### config.mk
export PLATFORM = sky130hd
export DESIGN_NAME = motor_curr_ctrl_flat
export DESIGN_NICKNAME = d
export VERILOG_FILES = /design/src/rtl/motor_curr_if.sv /design/src/rtl/motor_curr_ctrl.sv /design/src/flat_wrapper.sv
export SDC_FILE = /design/constraint.sdc
export NUM_CORES = 1
export LEC_CHECK = 0
export ABC_CLOCK_PERIOD_IN_PS = 3910
export CAP_MARGIN = 40
export CORE_UTILIZATION = 59
export DETAILED_ROUTE_END_ITERATION = 6
export GPL_TIMING_DRIVEN = 0
export PLACE_DENSITY = 0.84
export SLEW_MARGIN = 20
export SYNTH_ARGS = -nofsm -noshare
export SYNTH_HDL_FRONTEND = slang
export SYNTH_SLANG_ARGS = --single-unit
### constraint.sdc
create_clock -name clk -period 3.91 [get_ports clk]
set_input_delay 0.5865 -clock clk [delete_from_list [all_inputs] [get_ports clk]]
set_output_delay 0.5865 -clock clk [all_outputs]
set_load 0.1 [all_outputs]
### src/rtl/motor_curr_if.sv
// motor_curr_if
//  Assist-current interface between the torque path (master) and the PI
//  current regulator (slave).
//  Signals:
//   target_curr  [11:0] desired motor current, unsigned
//   avg_curr     [11:0] averaged measured motor current, unsigned
//   curr_rdy            1-cycle strobe, avg_curr holds a new sample
//   not_pedaling        rider not pedaling, forces zero drive
//   drv_mag      [11:0] drive magnitude to PWM, unsigned
//   drv_vld             1-cycle pulse, drv_mag just updated
interface motor_curr_if;
  logic [11:0] target_curr;
  logic [11:0] avg_curr;
  logic        curr_rdy;
  logic        not_pedaling;
  logic [11:0] drv_mag;
  logic        drv_vld;

  modport master (
    output target_curr, avg_curr, curr_rdy, not_pedaling,
    input  drv_mag, drv_vld
  );

  modport slave (
    input  target_curr, avg_curr, curr_rdy, not_pedaling,
    output drv_mag, drv_vld
  );
endinterface

### src/rtl/motor_curr_ctrl.sv
// motor_curr_ctrl
//  PI current regulator. Each curr_rdy strobe launches one sample through a
//  3-stage pipeline:
//   stage 1  saturated error target_curr - avg_curr
//   stage 2  integrator update (clear, anti-windup hold, or clamped add)
//   stage 3  proportional + integral/2^I_SHIFT, clamped to 12 bits
//  Ports:
//   clk   system clock, rising edge
//   rst   asynchronous active-high reset
//   bus   motor_curr_if.slave (target_curr, avg_curr, curr_rdy,
//         not_pedaling in; drv_mag, drv_vld out)
module motor_curr_ctrl #(
  parameter int INTEG_W = 18,
  parameter int I_SHIFT = 5
) (
  input  logic         clk,
  input  logic         rst,
  motor_curr_if.slave  bus
);

  localparam int SUM_W = INTEG_W + 2;
  localparam logic [INTEG_W-1:0] INTEG_MAX = {1'b0, {(INTEG_W-1){1'b1}}};

  // Signed 13-bit difference clamped into the signed 12-bit range.
  function automatic logic signed [11:0] sat_err(input logic [11:0] tgt,
                                                 input logic [11:0] avg);
    logic signed [12:0] diff;
    diff = $signed({1'b0, tgt}) - $signed({1'b0, avg});
    if (diff > 13'sd2047) begin
      return 12'sh7FF;
    end else if (diff < -13'sd2048) begin
      return 12'sh800;
    end else begin
      return diff[11:0];
    end
  endfunction

  // Clamp a wide signed value into [0, INTEG_MAX].
  function automatic logic [INTEG_W-1:0] clamp_integ(input logic signed [SUM_W-1:0] v);
    if (v < $signed({SUM_W{1'b0}})) begin
      return {INTEG_W{1'b0}};
    end else if (v > $signed({2'b00, INTEG_MAX})) begin
      return INTEG_MAX;
    end else begin
      return v[INTEG_W-1:0];
    end
  endfunction

  // Clamp a wide signed value into the unsigned 12-bit drive range.
  function automatic logic [11:0] clamp_drv(input logic signed [SUM_W-1:0] v);
    if (v < $signed({SUM_W{1'b0}})) begin
      return 12'h000;
    end else if (v > $signed({{(SUM_W-12){1'b0}}, 12'hFFF})) begin
      return 12'hFFF;
    end else begin
      return v[11:0];
    end
  endfunction

  logic signed [11:0]  err_r;
  logic signed [11:0]  err_d_r;
  logic                v1_r;
  logic                v2_r;
  logic [INTEG_W-1:0]  integ_r;
  logic [11:0]         drv_mag_r;
  logic                drv_vld_r;

  logic [INTEG_W-1:0]  integ_nxt_s;
  logic [11:0]         drv_nxt_s;
  logic signed [SUM_W-1:0] integ_sum_s;
  logic signed [SUM_W-1:0] drv_sum_s;
  logic                err_pos_s;

  // Next integrator value and next drive magnitude.
  always_comb begin
    integ_nxt_s = integ_r;
    drv_nxt_s   = drv_mag_r;
    err_pos_s   = (err_r[11] == 1'b0) && (err_r != 12'sd0);
    integ_sum_s = $signed({2'b00, integ_r}) +
                  $signed({{(SUM_W-12){err_r[11]}}, err_r});
    // integ_r already carries this sample's stage-2 update when stage 3 runs.
    drv_sum_s   = $signed({{(SUM_W-12){err_d_r[11]}}, err_d_r}) +
                  $signed({2'b00, (integ_r >> I_SHIFT)});

    if (v1_r) begin
      if (bus.not_pedaling) begin
        integ_nxt_s = {INTEG_W{1'b0}};
      end else if (err_pos_s && (drv_mag_r == 12'hFFF)) begin
        // Output already pinned high: stop accumulating positive error.
        integ_nxt_s = integ_r;
      end else begin
        integ_nxt_s = clamp_integ(integ_sum_s);
      end
    end else begin
      integ_nxt_s = integ_r;
    end

    if (v2_r) begin
      if (bus.not_pedaling) begin
        drv_nxt_s = 12'h000;
      end else begin
        drv_nxt_s = clamp_drv(drv_sum_s);
      end
    end else begin
      drv_nxt_s = drv_mag_r;
    end
  end

  // Pipeline registers, integrator and output registers.
  always_ff @(posedge clk or posedge rst) begin
    if (rst) begin
      err_r     <= 12'sd0;
      err_d_r   <= 12'sd0;
      v1_r      <= 1'b0;
      v2_r      <= 1'b0;
      integ_r   <= {INTEG_W{1'b0}};
      drv_mag_r <= 12'h000;
      drv_vld_r <= 1'b0;
    end else begin
      v1_r      <= bus.curr_rdy;
      v2_r      <= v1_r;
      drv_vld_r <= v2_r;
      if (bus.curr_rdy) begin
        err_r <= sat_err(bus.target_curr, bus.avg_curr);
      end
      if (v1_r) begin
        err_d_r <= err_r;
      end
      integ_r   <= integ_nxt_s;
      drv_mag_r <= drv_nxt_s;
    end
  end

  assign bus.drv_mag = drv_mag_r;
  assign bus.drv_vld = drv_vld_r;

endmodule

### src/flat_wrapper.sv
// flat-port wrapper written by rule: the top's interface ports become plain ports
module motor_curr_ctrl_flat 
#(
  parameter int INTEG_W = 18,
  parameter int I_SHIFT = 5
)
  (clk, rst, bus_target_curr, bus_avg_curr, bus_curr_rdy, bus_not_pedaling, bus_drv_mag, bus_drv_vld);
  motor_curr_if bus_i ();
  input  logic clk;
  input  logic rst;
  input wire logic [$bits(bus_i.target_curr)-1:0] bus_target_curr;
  input wire logic [$bits(bus_i.avg_curr)-1:0] bus_avg_curr;
  input wire logic [$bits(bus_i.curr_rdy)-1:0] bus_curr_rdy;
  input wire logic [$bits(bus_i.not_pedaling)-1:0] bus_not_pedaling;
  output wire logic [$bits(bus_i.drv_mag)-1:0] bus_drv_mag;
  output wire logic [$bits(bus_i.drv_vld)-1:0] bus_drv_vld;
  assign bus_i.target_curr = bus_target_curr;
  assign bus_i.avg_curr = bus_avg_curr;
  assign bus_i.curr_rdy = bus_curr_rdy;
  assign bus_i.not_pedaling = bus_not_pedaling;
  assign bus_drv_mag = bus_i.drv_mag;
  assign bus_drv_vld = bus_i.drv_vld;
  motor_curr_ctrl #(.INTEG_W(INTEG_W), .I_SHIFT(I_SHIFT)) u_core (.clk(clk), .rst(rst), .bus(bus_i));
endmodule
== After elaboration in Yosys (flattened, before gate mapping) ==
Index checks and enable logic that the tools add are counted.

* Bits in registers: 57
* Bits in latches: 0
* Memory bits (writable): 0
* Memory bits (read-only): 0
* Input bits: 28
* Output and inout bits: 13
* Word-level logic and storage cells: 32
* Memories: 0

* Add/sub/neg operators: 3
* Multiply operators: 0
* Div/mod/pow operators: 0
* Order comparisons: 6
* Equality and inequality tests: 2
* Shifts and indexed selects: 0
* Multiplexer cells: 9
* Bitwise gates (word level): 1
* Reductions and logical operators: 4

{| class="wikitable"
|+ Operator list
! operator !! number
|-
| $mux W18 || 4
|-
| $mux W12 || 5
|-
| $lt A20 B1 Y1 const B || 2
|-
| $add A19 B12 Y20 || 1
|-
| $gt A20 B13 Y1 const B || 1
|-
| $gt A20 B18 Y1 const B || 1
|-
| $add A12 B14 Y15 || 1
|-
| $gt A13 B12 Y1 const B || 1
|-
| $lt A13 B12 Y1 const B || 1
|-
| $sub A12 B12 Y13 || 1
|-
| $eq A12 B12 Y1 const B || 1
|-
| $reduce_bool A12 Y1 || 1
|-
| $logic_and A1 B1 Y1 || 2
|-
| $ne A2 B2 Y1 const B || 1
|-
| $reduce_and A2 Y1 || 1
|-
| $not A1 Y1 || 1
|}

== Depth between registers and ports, before layout ==
* Depth after elaboration: 6
* Depth in mapped cells: 12

== Worst setup path after synthesis ==
Ideal clock, no wire load.

* Kind: register to register
* Start point: register u_core.drv_mag_r[4] (netlist: u_core.bus.drv_mag[4])
* End point: register u_core.integ_r[5]
* Library setup time: 0.136 ns
* Data arrival time: 2.913 ns
* Slack: 0.861 ns
* Stages on the path, launching flop included: 12
* Buffers on the path: 3
* Period minus slack after synthesis: 3.049 ns
* Cell sequence: dfrtp_1 -> nand4_1 -> or4_1 -> o21ai_2 -> buf_6 -> nor2_1 -> o211a_1 -> or3_1 -> buf_2 -> buf_6 -> a22oi_2 -> o21ai_1

* Cells in the longest elaborated chain, start to end: 4

{| class="wikitable"
|+ RTL lines
! item !! line !! source
|-
| from (decl) || motor_curr_ctrl.sv:65 || <nowiki>logic [11:0] drv_mag_r;</nowiki>
|-
| from (signal assigned) || motor_curr_ctrl.sv:130 || <nowiki>drv_mag_r <= drv_nxt_s;</nowiki>
|-
| $eq A12 B12 Y1 || motor_curr_ctrl.sv:88 || <nowiki>end else if (err_pos_s && (drv_mag_r == 12'hFFF)) begin</nowiki>
|-
| $logic_and A1 B1 Y1 || motor_curr_ctrl.sv:88 ||
|-
| $ne A2 B2 Y1 (no source line) || - ||
|-
| $reduce_and A2 Y1 (no source line) || - ||
|-
| to (signal assigned) || motor_curr_ctrl.sv:116 || <nowiki>integ_r <= {INTEG_W{1'b0}};</nowiki>
|-
| to (signal assigned) || motor_curr_ctrl.sv:129 || <nowiki>integ_r <= integ_nxt_s;</nowiki>
|-
| to (decl) || motor_curr_ctrl.sv:64 || <nowiki>logic [INTEG_W-1:0] integ_r;</nowiki>
|}

No other way between the ends.
A chain may end at the register's enable or synchronous reset.

== Final worst setup path ==
* Start point: register u_core.err_r[1]
* End point: register u_core.integ_r[4]

* Cells in the longest elaborated chain, start to end: 6
* Elaborated cells between the ends (all ways): 12

{| class="wikitable"
|+ RTL lines
! item !! line !! source
|-
| from (decl) || motor_curr_ctrl.sv:60 || <nowiki>logic signed [11:0] err_r;</nowiki>
|-
| from (signal assigned) || motor_curr_ctrl.sv:124 || <nowiki>err_r <= sat_err(bus.target_curr, bus.avg_curr);</nowiki>
|-
| $add A19 B12 Y20 || motor_curr_ctrl.sv:79 || <nowiki>integ_sum_s = $signed({2'b00, integ_r}) +</nowiki>
|-
| $gt A20 B18 Y1 || motor_curr_ctrl.sv:42 || <nowiki>end else if (v > $signed({2'b00, INTEG_MAX})) begin</nowiki>
|-
| $mux W18 || motor_curr_ctrl.sv:42 ||
|-
| $mux W18 || motor_curr_ctrl.sv:40 || <nowiki>if (v < $signed({SUM_W{1'b0}})) begin</nowiki>
|-
| $mux W18 || motor_curr_ctrl.sv:88 ||
|-
| $mux W18 || motor_curr_ctrl.sv:86 || <nowiki>if (bus.not_pedaling) begin</nowiki>
|}

Several ways; a longest one is shown, not always the timed one. The select of a mux whose other input is x is not followed.

==> flow_summary.yaml <==
setup_path:
  timing.rr.end: "u_core.integ_r[4]"
  reg2reg_setup_slack_ns: 0.41
  end_kind: "flop"
  cp.required_ns: 4.13
  rr_worst_depth: 10
  slowest_delay_ns: 0.46
  reg2reg_from: "u_core.err_r[1]"
  crit_path_frequent_cell: "o21ai_1"
  cp_slowest_cell: "dfrtp_1"
  worstPathArrival_ns: 3.72
  worstSetupPathType: "flop to flop"
  crit_fanout: 10
  cp_num_buf_inv: 1
  cp_cell_sequence: "ha_1 -> a211oi_1 -> o21ai_1 -> a31o_2 -> a31oi_2 -> o21ba_2 -> mux2_1 -> a32oi_2 -> buf_2 -> o21ai_1"
  crit_path_start_kind: "flop"
  cp_top_family: "compound AO/OA/AOI/OAI gates"
power:
  p_seq_share_pct: 24.5
  pwr-share-clk_pct: 14.1
  design_power_total_uw: 4060
  p_leak_uw: 0.00236
  pwr-share-comb_pct: 61.4
  p_per_area_mw_per_mm2: 757
  p_sw_share_pct: 47.4
  internal-power_uw: 2140
  switching_power_uw: 1920
  ir_drop_uv: 284
routing:
  first_pass_iters: 5
  routed_wl_mm: 10.9
  drt_iter0_drc: 252
  ant_nets: 0
  wire_per_inst_um: 16.8
  vias_per_cell: 6.19
  vias: 3996
  post-route-drc-count: 0
yosys:
  yosysWarnings: 0
  syn_inst: 477
  yosysTopAreaCell: "dfrtp_1"
  avgSynthCellArea_um2: 9.29
  synth_most_common_cell: "dfrtp_1"
  synth-seq-cells: 57
  synth_common_cells: "57 x dfrtp_1, 45 x ha_1, 38 x nor2_1"
  synthTopCellsByArea: "dfrtp_1 32%, ha_1 13%, a21oi_1 4.0%"
  synth.yosys.seq_area_share_pct: 32.2
  synthAdderAreaFrac_pct: 14.1
  synth_nets: 553
  synth_xor_xnor_area_share_pct: 5.53
  synth_edf_count: 0
  synth-simple-area-share_pct: 13.9
  ys_types: 58
  synthArstFlopShare_pct: 100
  synth_top_family_by_area: "compound AO/OA/AOI/OAI gates"
  synthFlopType: "dfrtp_1"
  synth_mux_area_share_pct: 3.30
  synth-compound-area-share_pct: 26.9
  yosysTopAreaCellShare_pct: 32.2
  syn_area_mm2: 0.00443
cts:
  hold_buffers: 0
  post_cts_resized: 0
  clkSlewWorstSetupHoldPaths_ns: 0.08
  post_cts_buffers: 0
  cts_buffer_depth: 2
  h-tree-depth: 3
  cts_buffers: 9
  cts.root.buffer_cell: "clkbuf_8"
  cts_tree: "built"
  cts.sinks: 57
  clk_latency_ns: 0.35
final_layout:
  drive_gt1_share_pct: 15.0
  final_nets: 618
  finalNonFillerCells: 646
  area_growth_pct: 21.1
  antennaDiodeCount: 0
timing:
  hold_violations: 0
  fin_skew_ns: 0.0113
  worstMarginPinSlew_ns: 0.815
  max_freq_mhz: 286
  setup_viol: 0
  slew_viol_final: 0
  fin_setup_tns_ns: 0
  max_slew_margin_pct: 45.5
  rsz0062_at_grt: "no"
  holdWs_ns: 0.473
  fin_crit_ns: 3.50
  fin_crit_sh_pct: 89.5
min_path:
  whs_endpoint: "u_core.bus.drv_vld"
  min_path_type: "flop to flop"
  worstHoldStart: "u_core.v2_r"
  hold_depth: 0
die:
  die_h_um: 88.7
  initial_core_util_pct: 61.1
  dieArea_mm2: 0.00786
  die_w_um: 88.7
  num_rows: 31
  core_area_mm2: 0.00725
  ios: 41
flow_run:
  maxCapViolCount: 0
status:
  outcome: "completed"
global_routing:
  grt_pass1_wl_mm: 17.5
  grt.total_usage_pct: 29.4
  antenna_found_initial: 0
  grt_max_degree: 58
  first_global_vias: 3749
  grt.overflow.total: 0
  grt_util_met1_pct: 37.2
  gr-usage-met3_pct: 5.78
  grt_util_met2_pct: 49.4
  grt_busiest_layer: "met2"
place:
  io_buffers: 40
  hpwl_mm: 8.26
  dp_cells: 630
  place_congestion: 0.930
-- cells by family (layout without fill, tap and decap cells) --
kind of cell / count (synthesis) / after routing
compound gates: 166 / 166
simple gates: 123 / 123
xor+xnor: 28 / 28
mux: 13 / 13
fa+ha+maj: 48 / 48
buf+inv: 42 / 112
flops: 57 / 57
-- power by group through the flow --
stage	Sequential (uW)	Clock, uW	Combinational (uW)
CTS	990	579	2470
global route	1020	610	2710
global placement	988	0	2180
finish	995	575	2490
detailed placement	1000	0	2450
floorplan	1330	0	1420
-- state kept, by name, summed over array words and instances (netlist names) --
register and flops:
u_core.integ_r 18, u_core.bus.drv_mag 12, u_core.err_d_r 12, u_core.err_r 12, u_core.bus.drv_vld 1, u_core.v1_r 1, u_core.v2_r 1
-- layout make-up --
| cell class | instances | area (um2) |
|---|---|---|
| flip-flops and latches | 57 | 1430 |
| repair buffers | 54 | 603 |
| plain buffers | 12 | 71.3 |
| well taps | 99 | 124 |
| fillers | 508 | 1890 |
| inverters | 30 | 115 |
| multi-input cells | 378 | 2820 |
| clock buffers | 10 | 138 |
| clock inverters | 6 | 67.6 |
-- per-layer routing --
layer	share of wire [%]	wire (um)	up-vias
met2	48	5250	135
li1	-	-	1913
met1	44	4780	1919
met3	5.7	618	29
met5	0	0	-
met4	2.1	227	0
-- layout by cell type, fill, tap and decap left out, drive strengths merged, types with 13 or more instances in the layout --
master and count:
a21oi 35, a22oi 13, buf 19, clkbuf 17, clkdlybuf4s50 40, dfrtp 57
ha 45, inv 30, mux2 13, nand2 23, nor2 38, nor3 15
o21ai 44, o221a 13, xnor2 20
-- how the worst max path moves through the flow --
stage | start | endpoint | slack (ns) | cells past startpoint
after floorplan | u_core.bus.drv_mag[4] | u_core.integ_r[5] | 0.86 | 11
after global placement | bus_avg_curr[0] | u_core.err_r[5] | 0.02 | 12
after detailed placement | bus_target_curr[0] | u_core.err_r[5] | 0.32 | 14
after CTS | u_core.err_r[1] | u_core.integ_r[4] | 0.44 | 10
after global routing | u_core.err_r[1] | u_core.integ_r[15] | 0.17 | 10
final | u_core.err_r[1] | u_core.integ_r[4] | 0.41 | 10
-- through the flow --
step	cell area, um2	util [%]	worst slack, ns
floorplan	4430	-	0.861
global placement	4960	68.3	0.0221
detailed placement	5160	71.2	0.322
CTS	5370	74.0	0.436
global route	5370	74.0	0.173
finish	5370	74.0	0.411
(Power assumes the default switching activity.)
